==> src/rtl/alu_serial_if.sv <==
// Handshake/operand bundle for the bit-serial ALU.
// The master drives the request and operands; the slave (the ALU) returns status and results.
interface alu_serial_if #(
    parameter int N = 8
);
    logic         start;
    logic [1:0]   op;
    logic [N-1:0] a;
    logic [N-1:0] b;
    logic         busy;
    logic         done;
    logic [N-1:0] result;
    logic         cout;
    logic         zero;
    logic         ovf;

    modport master (
        output start, op, a, b,
        input  busy, done, result, cout, zero, ovf
    );

    modport slave (
        input  start, op, a, b,
        output busy, done, result, cout, zero, ovf
    );
endinterface

==> src/rtl/alu_serial.sv <==
// Bit-serial ALU: ADD/SUB/AND/OR over N-bit operands, one bit per clock, LSB first.
// Operands are captured at start, so the inputs may change freely while RUN is in progress.
// Result and flags are loaded only at the edge that processes the last bit.
module alu_serial #(
    parameter int N = 8
) (
    input  logic          clk,
    input  logic          rst,
    alu_serial_if.slave   bus
);
    localparam int CW = $clog2(N);
    localparam logic [CW-1:0] LAST = CW'(N - 1);

    typedef enum logic [1:0] {IDLE, RUN, DONE} state_t;

    state_t         state_reg, state_next;
    logic [N-1:0]   a_reg, b_reg, shift_reg, result_reg;
    logic [1:0]     op_reg;
    logic [CW-1:0]  cnt_reg;
    logic           carry_reg, cout_reg, zero_reg, ovf_reg;

    logic           accept, last_bit, arith;
    logic           slice_bit, slice_carry;
    logic [N-1:0]   shift_next;

    // A request is honoured only outside RUN; DONE accepts it to allow back-to-back operation.
    assign accept   = (state_reg != RUN) && bus.start;
    assign last_bit = (state_reg == RUN) && (cnt_reg == LAST);
    assign arith    = ~op_reg[1];

    // State register.
    always_ff @(posedge clk or posedge rst) begin
        if (rst) state_reg <= IDLE;
        else     state_reg <= state_next;
    end

    // Next-state logic: RUN lasts exactly N edges, DONE lasts one cycle.
    always_comb begin
        state_next = state_reg;
        case (state_reg)
            IDLE:    if (bus.start) state_next = RUN;
            RUN:     if (cnt_reg == LAST) state_next = DONE;
            DONE:    state_next = bus.start ? RUN : IDLE;
            default: state_next = IDLE;
        endcase
    end

    // One-bit slice; SUB sees b already inverted, with the initial carry of 1 supplying the +1.
    always_comb begin
        slice_bit   = 1'b0;
        slice_carry = 1'b0;
        case (op_reg)
            2'b00, 2'b01: begin
                slice_bit   = a_reg[0] ^ b_reg[0] ^ carry_reg;
                slice_carry = (a_reg[0] & b_reg[0]) | (carry_reg & (a_reg[0] ^ b_reg[0]));
            end
            2'b10:   slice_bit = a_reg[0] & b_reg[0];
            default: slice_bit = a_reg[0] | b_reg[0];
        endcase
    end

    assign shift_next = {slice_bit, shift_reg[N-1:1]};

    // Operand capture, serial datapath and the result/flag load on the last bit.
    always_ff @(posedge clk or posedge rst) begin
        if (rst) begin
            a_reg      <= '0;
            b_reg      <= '0;
            op_reg     <= '0;
            cnt_reg    <= '0;
            carry_reg  <= 1'b0;
            shift_reg  <= '0;
            result_reg <= '0;
            cout_reg   <= 1'b0;
            zero_reg   <= 1'b0;
            ovf_reg    <= 1'b0;
        end else if (accept) begin
            a_reg     <= bus.a;
            b_reg     <= (bus.op == 2'b01) ? ~bus.b : bus.b;
            op_reg    <= bus.op;
            cnt_reg   <= '0;
            carry_reg <= (bus.op == 2'b01);
            shift_reg <= '0;
        end else if (state_reg == RUN) begin
            a_reg     <= a_reg >> 1;
            b_reg     <= b_reg >> 1;
            shift_reg <= shift_next;
            carry_reg <= slice_carry;
            cnt_reg   <= cnt_reg + CW'(1);
            if (last_bit) begin
                result_reg <= shift_next;
                cout_reg   <= slice_carry;
                // carry_reg is the carry into the MSB while the MSB is processed.
                ovf_reg    <= arith & (carry_reg ^ slice_carry);
                zero_reg   <= (shift_next == '0);
            end
        end
    end

    assign bus.busy   = (state_reg == RUN);
    assign bus.done   = (state_reg == DONE);
    assign bus.result = result_reg;
    assign bus.cout   = cout_reg;
    assign bus.zero   = zero_reg;
    assign bus.ovf    = ovf_reg;
endmodule

==> src/flat_wrapper.sv <==
// flat-port wrapper written by rule: the top's interface ports become plain ports
module alu_serial_flat 
#(
    parameter int N = 8
)
  (clk, rst, bus_start, bus_op, bus_a, bus_b, bus_busy, bus_done, bus_result, bus_cout, bus_zero, bus_ovf);
  alu_serial_if #(.N(N)) bus_i ();
  input  logic clk;
  input  logic rst;
  input wire logic [$bits(bus_i.start)-1:0] bus_start;
  input wire logic [$bits(bus_i.op)-1:0] bus_op;
  input wire logic [$bits(bus_i.a)-1:0] bus_a;
  input wire logic [$bits(bus_i.b)-1:0] bus_b;
  output wire logic [$bits(bus_i.busy)-1:0] bus_busy;
  output wire logic [$bits(bus_i.done)-1:0] bus_done;
  output wire logic [$bits(bus_i.result)-1:0] bus_result;
  output wire logic [$bits(bus_i.cout)-1:0] bus_cout;
  output wire logic [$bits(bus_i.zero)-1:0] bus_zero;
  output wire logic [$bits(bus_i.ovf)-1:0] bus_ovf;
  assign bus_i.start = bus_start;
  assign bus_i.op = bus_op;
  assign bus_i.a = bus_a;
  assign bus_i.b = bus_b;
  assign bus_busy = bus_i.busy;
  assign bus_done = bus_i.done;
  assign bus_result = bus_i.result;
  assign bus_cout = bus_i.cout;
  assign bus_zero = bus_i.zero;
  assign bus_ovf = bus_i.ovf;
  alu_serial #(.N(N)) u_core (.clk(clk), .rst(rst), .bus(bus_i));
endmodule
==> config.mk <==
export PLATFORM = sky130hd
export DESIGN_NAME = alu_serial_flat
export DESIGN_NICKNAME = d
export VERILOG_FILES = /design/src/rtl/alu_serial_if.sv /design/src/rtl/alu_serial.sv /design/src/flat_wrapper.sv
export SDC_FILE = /design/constraint.sdc
export NUM_CORES = 1
export LEC_CHECK = 0
export CELL_PAD_IN_SITES_DETAIL_PLACEMENT = 1
export CELL_PAD_IN_SITES_GLOBAL_PLACEMENT = 1
export CORE_MARGIN = 5
export CORE_UTILIZATION = 44
export DETAILED_ROUTE_END_ITERATION = 16
export GPL_TIMING_DRIVEN = 0
export PLACE_DENSITY = 0.85
export SETUP_SLACK_MARGIN = 0.2
export SLEW_MARGIN = 20
export SYNTH_ARGS = -nofsm -noshare
export SYNTH_HDL_FRONTEND = slang
export SYNTH_SLANG_ARGS = --single-unit
==> constraint.sdc <==
create_clock -name clk -period 2.3 [get_ports clk]
set_clock_uncertainty 0.15 [all_clocks]
set_input_delay 0.46 -clock clk [delete_from_list [all_inputs] [get_ports clk]]
set_output_delay 0.46 -clock clk [all_outputs]
set_load 0.02 [all_outputs]
---- Word-level counts from Yosys, hierarchy flattened ----
Cells that the tools add are included.
operators by class
  add/subtract/negate cells ............... 1
  equality and inequality tests ........... 9
  mux-type cells .......................... 17
  bitwise gates (word level) .............. 11
  reductions and logical operators ........ 9
operator list
  operator             count
  $mux 8               7
  $logic_not 8->1      1
  $not 8->8            1
  $eq 2x1->1 const B   3
  $mux 3               2
  $pmux 2 s3           1
  $eq 2x2->1 const B   2
  $logic_not 2->1      2
  $mux 1               4
  $mux 2               2
  $ne 2x1->1 const B   2
  $add 3x1->3 const B  1
  $and 1x1->1          3
  $eq 3x3->1 const B   1
  $reduce_and 3->1     1
  $xor 1x1->1          3
  $logic_and 1x1->1    2
  $ne 2x2->1 const B   1
  $not 1->1            2
  $or 1x1->1           2
  $pmux 1 s2           1
  $reduce_and 2->1     1
  $reduce_bool 2->1    1
  $reduce_or 2->1      1
storage, ports and cells
  flip-flop bits (word level) ............. 43
  input port bits ......................... 21
  output and inout bits ................... 13
  word-level logic and storage cells ...... 58

---- Depth between registers and ports, before layout ----
Gate-level depths: netlist of run 1.
  depth after elaboration ................. 6
  mapped depth ............................ 6

---- Worst setup path after synthesis of run 1 ----
OpenSTA, ideal clock, no wires.
  kind .................................... reg-to-reg
  start point ............................. register u_core.cnt_reg[0]
  end point ............................... register u_core.result_reg[1], in the netlist u_core.bus.result[1]
  arrival ................................. 1290 ps
  required time ........................... 2025 ps
  path slack .............................. 735 ps
  stages on the path, launching flop included .. 6
  buffers on the path ..................... 1
  period minus slack after synthesis ...... 1565 ps
  path through ............................ dfrtp_1 ha_1 ha_1 nand2_4 buf_6 mux2_4
on the way
  word-level cells in the longest chain between the ends .. 3
RTL lines
  element                            line              text
  start: declaration                 alu_serial.sv:19  logic [CW-1:0] cnt_reg;
  start signal: assignment           alu_serial.sv:89  cnt_reg <= cnt_reg + CW'(1);
  $eq 3x3->1                         alu_serial.sv:28  assign last_bit = (state_reg == RUN) && (cnt_reg == LAST);
  $logic_and 1x1->1                  alu_serial.sv:28
  $reduce_and 3->1 (no source line)  n/a
  end signal: assignment             alu_serial.sv:91  result_reg <= shift_next;
  end: declaration                   alu_serial.sv:17  logic [N-1:0] a_reg, b_reg, shift_reg, result_reg;
No other way between the ends.
A chain may end at the register's enable or synchronous reset.

---- Final worst setup path of run 1 ----
  start point ............................. register u_core.state_reg[1]
  end point ............................... output bus_busy
on the way
  word-level cells in the longest chain between the ends .. 1
RTL lines
  element                   line                text
  start: declaration        alu_serial.sv:16    state_t state_reg, state_next;
  start signal: assignment  alu_serial.sv:34    else state_reg <= state_next;
  $eq 2x1->1                alu_serial.sv:100   assign bus.busy = (state_reg == RUN);
  end: declaration          flat_wrapper.sv:14  output wire logic [$bits(bus_i.busy)-1:0] bus_busy;
No other way between the ends.

==> run summary, run 1 <==
* finished, final reports clean — run status
* 5840 um^2 — area of the die
* sky130_fd_sc_hd__dfrtp_1 — cell taking the most area after synthesis
* 54.1% — share of synthesized area occupied by flip-flops and latches
* 34 — IO Count
* 265 — Post-Place Cells
* 42 — sinks on the clock net
* 1.93 ns — min cycle time layout
* 7510 um — global-route wire length before repair
* 15.3 um — final routed wire length divided by cell count
* sky130_fd_sc_hd__clkbuf_8 — clock root buffer
* 0 — final global-route overflow total
* 10 — critical path peak fanout
* flop — Critical Path Source Type
* 3090 um — DP Wirelength
* output pin — critical path endpoint category
* 83.9% — period utilisation layout
* 6 — first-pass detailed-route iteration total
* 0.353 ns — actual transition at the worst max-transition pin
* 180 — instance count of the mapped netlist
* 2350 um^2 — post-detailed-placement cell area
* 0 — synthesis warning total
* 0 — initial antenna violation count
* 53 — Iteration-0 DRC Markers
* 4320 um^2 — core area
* nand2b_4, inv_4, buf_4, buf_2 — cells along the critical path
* 29 — pin count of the biggest net entering global routing
* input pin to async pin — HP Class
* 1579 — number of global-route vias before repair
* 273 — Layout Cells excl Fill
* 15.8% — gr usage total
* 2 — maximum root-to-sink buffer count
* 0.494 mV — Peak supply drop
* 42 — number of flip-flops and latches in the synthesized netlist
* 76.4% — Slew Limit Headroom
* 1250 nW/um^2 — power density over cell area
* 0.39 ns — crit-path max cell delay
* 2 — H-Tree Depth
* 14.5% — share of layout cells above drive strength 1
* 24 — placement row count
* 5.26 — detailed-route vias per instance
* 44.9% — starting density of the core
* 0 — Max Slew Vio Count
* 5 — CTS buffer count
* 4170 um — Post-Route WL
* sky130_fd_sc_hd__dfrtp_1 — Max stage delay cell, worst path
* 0 — antenna diode count
* 1.14 nW — leakage power
* 0.08 ns — post-CTS clock slew at the launch and capture registers of the worst setup and hold paths
* 0 ns — aggregate negative setup slack
* false — RSZ-0062 raised after global routing
* 0 — post-cts hold buffer count
* 10.8 um^2 — mean post-synth cell area
* 0 — endpoints failing setup
* 0 — ANT nets after route
* 54.1% — Yosys top cell area share
* 3 — Crit path buffers/inverters
* 76.4 um — height of the die
* flop to output pin — Crit Path Class
* 0 — number of design rule violations left after detail routing
* 0 — number of violations of the max-capacitance limit
* 32 — buffers added on ports
* 0.737 — weighted congestion reported at the end of routability-driven placement
* 1.69 ns — required time worst endpoint
* built — clock tree from TritonCTS
* 0.518 GHz — Max Freq
* 26.4% — area overhead of the layout relative to synthesis
* 246 — Layout Nets
* 0.30 ns — clock latency on the worst-skew pair
* 1940 um^2 — netlist area before placement
* 206 — Synthesized Nets
* 1.32 ns — signal arrival time at the worst endpoint
* 2450 um^2 — final cell area excluding filler cells
* 0 — total count of hold-check failures in the final report
* 1437 — Vias
* sky130_fd_sc_hd__dfrtp_1 (54%), sky130_fd_sc_hd__o21ai_0 (6.7%), sky130_fd_sc_hd__nand2_1 (5.4%) — Synth area leaders
* buffers and inverters — gate family responsible for the most delay along the worst path
* 29 — post-synthesis cell type count
* 76.4 um — die outline width
-- through the flow --
| step | hold WS, ns | setup slack [ns] | power [mW] | utilization, % |
|---|---|---|---|---|
| 3_5_place_dp | 0.314 | 0.179 | 2.52 | 54.3 |
| 3_3_place_gp | 0.298 | -0.147 | 2.45 | 53.8 |
| 2_1_floorplan | 0.294 | 0.716 | 2.05 | - |
| 5_1_grt | 0.311 | 0.291 | 3.33 | 56.7 |
| 4_1_cts | 0.299 | 0.255 | 3.12 | 56.9 |
| 6_report | 0.296 | 0.369 | 3.07 | 56.7 |
-- worst paths after layout --
kind	from	end	slack, ns	cells after the start
max	u_core.state_reg[1]$_DFFE_PP0P_	bus_busy	0.37	4
min	rst	u_core.a_reg[7]$_DFFE_PP0P_	0.30	2
max reg2reg	u_core.cnt_reg[0]$_DFFE_PP0P_	u_core.bus.result[1]$_DFFE_PP0P_	0.61	5
min reg2reg	u_core.b_reg[3]$_DFFE_PP0P_	u_core.b_reg[2]$_DFFE_PP0P_	0.33	1
max in group asynchronous	rst	u_core.a_reg[0]$_DFFE_PP0P_	1.25	3
min in group clk	u_core.b_reg[3]$_DFFE_PP0P_	u_core.b_reg[2]$_DFFE_PP0P_	0.33	1
-- kinds of logic (layout without fill, tap and decap cells) --
logic type,Yosys count,after routing,share of synthesized area (%)
and+or+nand+nor,42,42,9.86
xor gates and xnor gates,9,9,4.06
AOI/OAI and AO/OA,47,47,13.7
adders and majority gates,5,5,3.61
muxes,18,18,10.1
buffers and inverters,17,58,4.64
DFF,42,42,54.1
-- cells in the mapped netlist --
library cell	instances
sky130_fd_sc_hd__o21ai_0	26
sky130_fd_sc_hd__a211oi_1	2
sky130_fd_sc_hd__nand2_1	28
sky130_fd_sc_hd__inv_4	1
sky130_fd_sc_hd__nand2_4	1
sky130_fd_sc_hd__buf_6	1
sky130_fd_sc_hd__a21oi_1	9
sky130_fd_sc_hd__o22ai_1	1
sky130_fd_sc_hd__buf_4	2
sky130_fd_sc_hd__dfrtp_1	42
sky130_fd_sc_hd__nor2b_1	3
sky130_fd_sc_hd__buf_2	7
sky130_fd_sc_hd__mux2i_1	9
sky130_fd_sc_hd__ha_1	4
sky130_fd_sc_hd__mux2_2	8
sky130_fd_sc_hd__nand2b_4	1
sky130_fd_sc_hd__xnor2_1	9
sky130_fd_sc_hd__nand2b_1	1
sky130_fd_sc_hd__a21o_1	7
sky130_fd_sc_hd__mux2_4	1
sky130_fd_sc_hd__inv_1	5
sky130_fd_sc_hd__nor2_1	4
sky130_fd_sc_hd__nor3_1	1
sky130_fd_sc_hd__o31ai_1	1
sky130_fd_sc_hd__fa_1	1
sky130_fd_sc_hd__a22o_1	1
sky130_fd_sc_hd__nor4_1	1
sky130_fd_sc_hd__nand3_1	2
sky130_fd_sc_hd__clkbuf_1	1
-- cells in the final DEF, fill, tap and decap left out, types with 2 or more instances in the layout --
master | netlist | final
sky130_fd_sc_hd__a21o_1 | 7 | 7
sky130_fd_sc_hd__clkdlybuf4s50_1 | 0 | 30
sky130_fd_sc_hd__buf_4 | 2 | 3
sky130_fd_sc_hd__nand2_1 | 28 | 28
sky130_fd_sc_hd__a21oi_1 | 9 | 9
sky130_fd_sc_hd__nor2b_1 | 3 | 3
sky130_fd_sc_hd__nor2_1 | 4 | 4
sky130_fd_sc_hd__clkbuf_8 | 0 | 5
sky130_fd_sc_hd__inv_1 | 5 | 4
sky130_fd_sc_hd__ha_1 | 4 | 4
sky130_fd_sc_hd__xnor2_1 | 9 | 9
sky130_fd_sc_hd__mux2i_1 | 9 | 9
sky130_fd_sc_hd__a211oi_1 | 2 | 2
sky130_fd_sc_hd__o21ai_0 | 26 | 26
sky130_fd_sc_hd__nand3_1 | 2 | 2
sky130_fd_sc_hd__mux2_2 | 8 | 8
sky130_fd_sc_hd__buf_2 | 7 | 7
sky130_fd_sc_hd__clkbuf_1 | 1 | 2
sky130_fd_sc_hd__dfrtp_1 | 42 | 42
-- report_power, final --
| group | total (mW) | internal, mW | switching, mW | leakage (nW) |
|---|---|---|---|---|
| combinational | 1.21 | 0.571 | 0.635 | 0.557 |
| sequential | 1.28 | 1.06 | 0.225 | 0.532 |
| clock | 0.585 | 0.324 | 0.261 | 0.0514 |
| total | 3.07 | 1.95 | 1.12 | 1.14 |
-- repair_timing --
| action | CTS | global route |
|---|---|---|
| endpoints found under the hold margin | 0 | 0 |
| endpoints found under the setup margin | 2 | 1 |
| resized for setup | 5 | 1 |
| cloned | 0 | 0 |
| setup buffers | 0 | 0 |
-- cell type report --
cell class | count | area [um^2]
Clock buffer | 6 | 72.6
Sequential cell | 42 | 1050
Clock inverter | 2 | 37.5
Buffer | 11 | 67.6
Timing Repair Buffer | 33 | 334
Multi-Input combinational cell | 121 | 801
Tap cell | 52 | 65.1
Inverter | 6 | 25.0
Fill cell | 478 | 1870
-- per-layer routing --
layer / track usage [%] / vias to the layer above / share of wire (%)
li1: - / 690 / -
met1: 19.0 / 707 / 43
met2: 26.5 / 32 / 51
met3: 4.61 / 8 / 4.5
met4: 6.29 / 0 / 1.5
met5: 0 / - / 0
Power figures use the tool's default switching activity.
==> inputs of run 2 (changes only) <==
--- a/config.mk
+++ b/config.mk
@@ -8,10 +8,10 @@
 export CELL_PAD_IN_SITES_DETAIL_PLACEMENT = 1
 export CELL_PAD_IN_SITES_GLOBAL_PLACEMENT = 1
 export CORE_MARGIN = 5
-export CORE_UTILIZATION = 44
+export CORE_UTILIZATION = 40
 export DETAILED_ROUTE_END_ITERATION = 16
 export GPL_TIMING_DRIVEN = 0
-export PLACE_DENSITY = 0.85
+export PLACE_DENSITY = 0.79
 export SETUP_SLACK_MARGIN = 0.2
 export SLEW_MARGIN = 20
 export SYNTH_ARGS = -nofsm -noshare
==> constraint.sdc (replaced) <==
create_clock -name clk -period 1.85 [get_ports clk]
set_clock_uncertainty 0.15 [all_clocks]
set_input_delay 0.37 -clock clk [delete_from_list [all_inputs] [get_ports clk]]
set_output_delay 0.37 -clock clk [all_outputs]
set_load 0.02 [all_outputs]
==> run 2 against run 1 <==
Net effect:
- worst hold slack worse by 0.12 ns
- clock power up 22%
- sequential share of layout area down 1.5 points
- non-clock buffer count up 8
- design area up 3.7%
- global-route usage down 1.2 points
- critical endpoint unchanged
- largest cell class unchanged
==> run summary, run 2 (same netlist as run 1, synthesis figures left out) <==
* 65 — Iteration-0 DRC Markers, +23%
* 529 — number of fillers in the final layout, +11%
* 32 — pin count of the biggest net entering global routing, +10%
* 1456 — Vias, +1.3%
* 1554 — number of global-route vias before repair, -1.6%
* 2540 um^2 — final cell area excluding filler cells, +3.7%
* 1.71 ns — min cycle time layout
* 31.0% — area overhead of the layout relative to synthesis
* 4 — first-pass detailed-route iteration total, -2
* 1.21 nW — leakage power, +6.1%
* 71.4% — Slew Limit Headroom, -5.0 points
* u_core.state_reg[1]$_DFFE_PP0P_ — first element of the critical path
* output pin — critical path endpoint category
* flop — Critical Path Source Type
* 0.701 — weighted congestion reported at the end of routability-driven placement, -4.8%
* 1560 nW/um^2 — power density over cell area, +24%
* 0.09 ns — post-CTS clock slew at the launch and capture registers of the worst setup and hold paths, about the same
* 41.1% — starting density of the core, -3.8 points
* 5 — CTS buffer count, unchanged
* 32 — buffers added on ports, unchanged
* 2.49 mW — cell internal pwr, +28%
* sky130_fd_sc_hd__clkbuf_8 — clock root buffer
* 0 — endpoints failing setup, unchanged
* sky130_fd_sc_hd__dfrtp_1 (42), sky130_fd_sc_hd__nand2_1 (28), sky130_fd_sc_hd__o21ai_0 (26) — leading cell types in the layout, fill and taps excluded
* 254 — Layout Nets, +3.3%
* 14.8 um — final routed wire length divided by cell count, -2.9%
* u_core.bus.result[1]$_DFFE_PP0P_ — reg-to-reg critical path endpoint
* u_core.cnt_reg[0]$_DFFE_PP0P_ — Critical R2R Launch
* 0.26 ns — register-to-register setup slack, -0.35 ns
* sky130_fd_sc_hd__dfrtp_1 — commonest non-fill, non-tap cell in the layout
* 0 — antenna diode count, unchanged
* 34 — IO Count, unchanged
* 0 — total count of hold-check failures in the final report, unchanged
* 1.19 ns — signal arrival time at the worst endpoint, -0.13 ns
* 4390 um — Post-Route WL, +5.3%
* 0 — number of violations of the max-capacitance limit, unchanged
* 0 — ANT nets after route, unchanged
* 7 — critical path peak fanout, -3
* 42 — sinks on the clock net, unchanged
* 79.7 um — height of the die, +4.2%
* 6350 um^2 — area of the die, +8.7%
* 2370 um^2 — post-detailed-placement cell area, +0.80%
* 0 ns — aggregate negative setup slack, unchanged
* 79.7 um — die outline width, +4.2%
* 25 — placement row count, +4.2%
* 2940 um — DP Wirelength, -5.0%
* 0 — initial antenna violation count, unchanged
* 18.3% — share of layout cells above drive strength 1, +3.9 points
* 1.47 mW — Net Switching, +31%
* 7150 um — global-route wire length before repair, -4.8%
* 3.96 mW — total power consumption of the routed design, +29%
* 5 — worst reg2reg path depth, unchanged
* 1.33 ns — required time worst endpoint, -0.36 ns
* flop to output pin — Crit Path Class
* 0.545 mV — Peak supply drop, +10%
* 92.4% — period utilisation layout
* finished, final reports clean — run status
* input pin to async pin — HP Class
* 4720 um^2 — core area, +9.2%
* 41.5% — part of the power in combinational logic, +2.3 points
* 0 — Max Slew Vio Count, unchanged
* 14.6% — gr usage total, -1.2 points
* 4.92 — detailed-route vias per instance, -6.6%
* 0 — post-cts hold buffer count, unchanged
* 53.9% — share of the core filled with cells in the final layout, -2.9 points
* 0 — final global-route overflow total, unchanged
* 37.1% — switching share of total power, +0.64 points
* 0.585 GHz — Max Freq
* 2 — H-Tree Depth, unchanged
* 0.30 ns — clock latency on the worst-skew pair, about the same
* 0.429 ns — actual transition at the worst max-transition pin, +0.0761 ns
* bus_busy — CP Capture Point
* true — RSZ-0062 raised after global routing
* 18.1% — relative contribution of the clock network to total power, -0.9 points
* -0.187 ns — worst slack at placement, -0.366 ns
* 0.141 ns — final setup margin, -0.228 ns
* 0 — number of design rule violations left after detail routing, unchanged
* 2 — maximum root-to-sink buffer count, unchanged
* built — clock tree from TritonCTS
* 40.4% — sequential cell fraction of total power, -1.3 points
[run 2: cell count changes in the layout (fill, tap and decap cells not counted)]
cell,change
sky130_fd_sc_hd__clkinvlp_4,-1
sky130_fd_sc_hd__buf_8,+1
sky130_fd_sc_hd__ha_1,-1
sky130_fd_sc_hd__buf_4,+7
sky130_fd_sc_hd__dlygate4sd2_1,+10
sky130_fd_sc_hd__o31ai_4,+1
sky130_fd_sc_hd__o31ai_1,-1
sky130_fd_sc_hd__inv_4,-1
sky130_fd_sc_hd__clkbuf_1,+1
sky130_fd_sc_hd__ha_2,+1
sky130_fd_sc_hd__clkdlybuf4s50_1,-11
sky130_fd_sc_hd__buf_6,+1
sky130_fd_sc_hd__inv_6,+1
[run 2: how the worst min path moves through the flow]
stage	cells past startpoint	slack, ns	to	from
floorplan	1	0.29	u_core.b_reg[0]$_DFFE_PP0P_	u_core.b_reg[1]$_DFFE_PP0P_
global placement	1	0.30	u_core.b_reg[2]$_DFFE_PP0P_	u_core.b_reg[3]$_DFFE_PP0P_
detailed placement	1	0.31	u_core.b_reg[2]$_DFFE_PP0P_	u_core.b_reg[3]$_DFFE_PP0P_
CTS	2	0.19	u_core.bus.ovf$_DFFE_PP0P_	rst
global route	2	0.20	u_core.bus.ovf$_DFFE_PP0P_	rst
finish	2	0.18	u_core.bus.ovf$_DFFE_PP0P_	rst
[run 2: layout make-up]
cell class	count	area, um^2	share of cell area (%)
Buffer	11	75.1	2.95
Tap cell	67	83.8	3.30
Inverter	6	27.5	1.08
Multi-Input combinational cell	121	817	32.1
Clock inverter	1	30.0	1.18
Sequential cell	42	1050	41.3
Timing Repair Buffer	41	383	15.1
Clock buffer	7	76.3	3.00
[run 2: power groups by stage]
stage / registers, mW / clock network (mW) / logic, mW
3_5_place_dp: 1.61 / 0 / 1.52
3_3_place_gp: 1.59 / 0 / 1.46
5_1_grt: 1.66 / 0.783 / 1.81
6_report: 1.60 / 0.716 / 1.64
4_1_cts: 1.59 / 0.726 / 1.49
2_1_floorplan: 1.67 / 0 / 0.879
[run 2: critical path: stages (launching register included)]
cell,delay [ns]
sky130_fd_sc_hd__dfrtp_1,0.39
sky130_fd_sc_hd__nand2b_4,0.18
sky130_fd_sc_hd__inv_6,0.09
sky130_fd_sc_hd__buf_8,0.12
sky130_fd_sc_hd__buf_6,0.11
[run 2: metrics by stage]
step / std cells / hold slack, ns
3_3_place_gp: 279 / 0.298
6_report: 296 / 0.176
3_5_place_dp: 280 / 0.308
5_1_grt: 296 / 0.197
2_1_floorplan: 180 / 0.294
4_1_cts: 290 / 0.190
[run 2: timing repair]
| action | CTS | global route |
|---|---|---|
| resized for setup | 23 | 5 |
| endpoints found under the hold margin | 0 | 0 |
| endpoints found under the setup margin | 14 | 3 |
| pin swaps | 1 | 1 |
| setup buffers | 2 | 6 |
[run 2: routing by layer]
layer  GRT usage, %  up-vias  routed length [um]
met2           24.1       31                2090
met4           6.19        0                  74
li1               -      705                   -
met3           2.71        8                 163
met5              0        -                   0
met1           18.8      712                2070
==> inputs of run 3 (changes only) <==
--- a/config.mk
+++ b/config.mk
@@ -9,6 +9,8 @@
 export CELL_PAD_IN_SITES_GLOBAL_PLACEMENT = 1
 export CORE_MARGIN = 5
 export CORE_UTILIZATION = 40
+export CTS_BUF_LIST = sky130_fd_sc_hd__clkbuf_16
+export CTS_CLUSTER_SIZE = 30
 export DETAILED_ROUTE_END_ITERATION = 16
 export GPL_TIMING_DRIVEN = 0
 export PLACE_DENSITY = 0.79
==> run 3 against run 2 <==
Net effect:
- register-to-register slack about the same
- critical endpoint unchanged
- combinational power about the same
- design area increased by 3.3%
- sequential cell count unchanged
- via count increased by 0.27%
- power increased by 6.2%
- largest power group unchanged
- non-clock buffer count increased by 2
- die area unchanged
==> run summary, run 3 (same netlist as run 1, synthesis figures left out) <==
* finished, final reports clean — run status
* 79.7 um — die outline width, unchanged
* 1.47 mW — Net Switching, about the same
* 0.38 ns — crit-path max cell delay, about the same
* flop to output pin — Crit Path Class
* 5 — worst reg2reg path depth, unchanged
* 55.7% — share of the core filled with cells in the final layout, +1.8 points
* 5 — CTS buffer count, unchanged
* 42 — sinks on the clock net, unchanged
* 0 — number of violations of the max-capacitance limit, unchanged
* 4.90 — detailed-route vias per instance, -0.40%
* 7320 um — global-route wire length before repair, +2.4%
* 25 — placement row count, unchanged
* 3 — Crit path buffers/inverters, unchanged
* 0 — post-cts hold buffer count, unchanged
* sky130_fd_sc_hd__dfrtp_1 — Max stage delay cell, worst path
* 1.33 ns — required time worst endpoint, about the same
* 0.593 GHz — Max Freq, +1.4%
* 14.7 um — final routed wire length divided by cell count, -0.69%
* 2 — maximum root-to-sink buffer count, unchanged
* 1050 um^2 — combined flip-flop and latch cell area, unchanged
* output pin — critical path endpoint category
* 41.1% — starting density of the core, unchanged
* 0.25 ns — register-to-register setup slack, about the same
* 1460 — Vias, +0.27%
* 39.0% — part of the power in combinational logic, -2.5 points
* 0 — Max Slew Vio Count, unchanged
* 7 — critical path peak fanout, unchanged
* 0 — initial antenna violation count, unchanged
* 0.710 mV — Peak supply drop, +30%
* 2370 um^2 — post-detailed-placement cell area, unchanged
* 35.4% — area overhead of the layout relative to synthesis
* 0 — endpoints failing setup, unchanged
* 0 ns — aggregate negative setup slack, unchanged
* 2630 um^2 — final cell area excluding filler cells, +3.3%
* 23.1% — relative contribution of the clock network to total power, +5.0 points
* 0 — final global-route overflow total, unchanged
* built — clock tree from TritonCTS
* input pin to async pin — HP Class
* 91.1% — period utilisation layout, -1.2 points
* 2.74 mW — cell internal pwr, +9.9%
* 74.4% — Slew Limit Headroom, +3.0 points
* 32 — buffers added on ports, unchanged
* 1.17 ns — signal arrival time at the worst endpoint, -0.02 ns
* 1.69 ns — min cycle time layout, -0.0229 ns
* 32 — pin count of the biggest net entering global routing, unchanged
* 15.3% — gr usage total, +0.69 points
* 19.0% — share of layout cells above drive strength 1, +0.71 points
* u_core.cnt_reg[0]$_DFFE_PP0P_ — Critical R2R Launch
* 2940 um — DP Wirelength, unchanged
* 34 — IO Count, unchanged
* 1600 nW/um^2 — power density over cell area, +2.8%
* sky130_fd_sc_hd__dfrtp_1 — commonest non-fill, non-tap cell in the layout
* 1540 — number of global-route vias before repair, -0.90%
* 37.9% — sequential cell fraction of total power, -2.5 points
* 806 um^2 — area of the multi-input gates, -1.4%
* 4 — first-pass detailed-route iteration total, unchanged
* flop — Critical Path Source Type
* 4720 um^2 — core area, unchanged
* 0.701 — weighted congestion reported at the end of routability-driven placement, unchanged
* sky130_fd_sc_hd__clkbuf_16 — clock root buffer
* 0 — antenna diode count, unchanged
* 256 — Layout Nets, +0.79%
* 79.7 um — height of the die, unchanged
* 0 — total count of hold-check failures in the final report, unchanged
* 6350 um^2 — area of the die, unchanged
* 34.9% — switching share of total power, -2.2 points
* sky130_fd_sc_hd__dfrtp_1 (42), sky130_fd_sc_hd__nand2_1 (28), sky130_fd_sc_hd__o21ai_0 (26) — leading cell types in the layout, fill and taps excluded
* 521 — number of fillers in the final layout, -1.5%
* 2 — H-Tree Depth, unchanged
* 0.384 ns — actual transition at the worst max-transition pin, -0.0455 ns
* 4.20 mW — total power consumption of the routed design, +6.2%
* 1.26 nW — leakage power, +4.2%
* 0.29 ns — clock latency on the worst-skew pair, about the same
* flip-flops — gate family responsible for the most delay along the worst path
* nand2b_4, inv_6, buf_8, buf_6 — cells along the critical path
* u_core.bus.result[1]$_DFFE_PP0P_ — reg-to-reg critical path endpoint
* 0 — number of design rule violations left after detail routing, unchanged
* true — RSZ-0062 raised after global routing
* 0 — ANT nets after route, unchanged
* 4390 um — Post-Route WL, about the same
* 65 — Iteration-0 DRC Markers, unchanged
* 0.194 ns — Hold Worst Slack, +0.0184 ns
* 0.06 ns — post-CTS clock slew at the launch and capture registers of the worst setup and hold paths, -0.03 ns
run 3: power by group through the flow:
stage / clock network, mW / logic (mW) / registers, mW
final: 0.972 / 1.64 / 1.59
after global routing: 1.05 / 1.81 / 1.65
after CTS: 0.992 / 1.52 / 1.59
after detailed placement: 0 / 1.52 / 1.61
after global placement: 0 / 1.46 / 1.59
after floorplan: 0 / 0.879 / 1.67
run 3: worst max-delay path by stage:
| stage | start | endpoint | depth (start not counted) |
|---|---|---|---|
| floorplan | u_core.cnt_reg[0]$_DFFE_PP0P_ | u_core.bus.result[1]$_DFFE_PP0P_ | 5 |
| global placement | rst | u_core.a_reg[4]$_DFFE_PP0P_ | 2 |
| detailed placement | u_core.state_reg[1]$_DFFE_PP0P_ | bus_busy | 4 |
| CTS | u_core.state_reg[1]$_DFFE_PP0P_ | bus_busy | 4 |
| global route | u_core.state_reg[1]$_DFFE_PP0P_ | bus_busy | 4 |
| finish | u_core.state_reg[1]$_DFFE_PP0P_ | bus_busy | 4 |
run 3: what timing repair did:
| item | in CTS | in global routing |
|---|---|---|
| buffers inserted | 2 | 8 |
| pin swaps | 1 | 1 |
| setup endpoints to repair | 14 | 9 |
| resized for setup | 23 | 4 |
run 3: cell type report:
| cell class | instances | share of cell area [%] |
|---|---|---|
| multi-input cells | 121 | 30.7 |
| clock buffers | 5 | 4.76 |
| inverters | 6 | 1.05 |
| repair buffers | 43 | 16.1 |
| clock inverters | 3 | 1.43 |
| well taps | 67 | 3.19 |
| plain buffers | 11 | 2.86 |
| flip-flops and latches | 42 | 40.0 |
run 3: metrics by stage:
step	worst slack [ns]	instances
floorplan	0.285	180
detailed placement	-0.187	280
CTS	0.0773	290
global route	0.111	298
global placement	-0.576	279
finish	0.164	298
run 3: worst reg2reg max path: cells and delay by family, from the launching register on:
| kind | cells | cell delay [ns] |
|---|---|---|
| buf+inv | 1 | 0.14 |
| flops | 1 | 0.40 |
| simple gates | 1 | 0.11 |
| fa+ha+maj | 2 | 0.39 |
| mux | 1 | 0.29 |
run 3: routing by layer:
layer	global-route usage [%]	part of all wire [%]	vias up
li1	-	-	706
met5	0	0	-
met1	19.1	46	720
met3	3.84	4.3	8
met2	25.0	47	26
met4	6.70	2.0	0
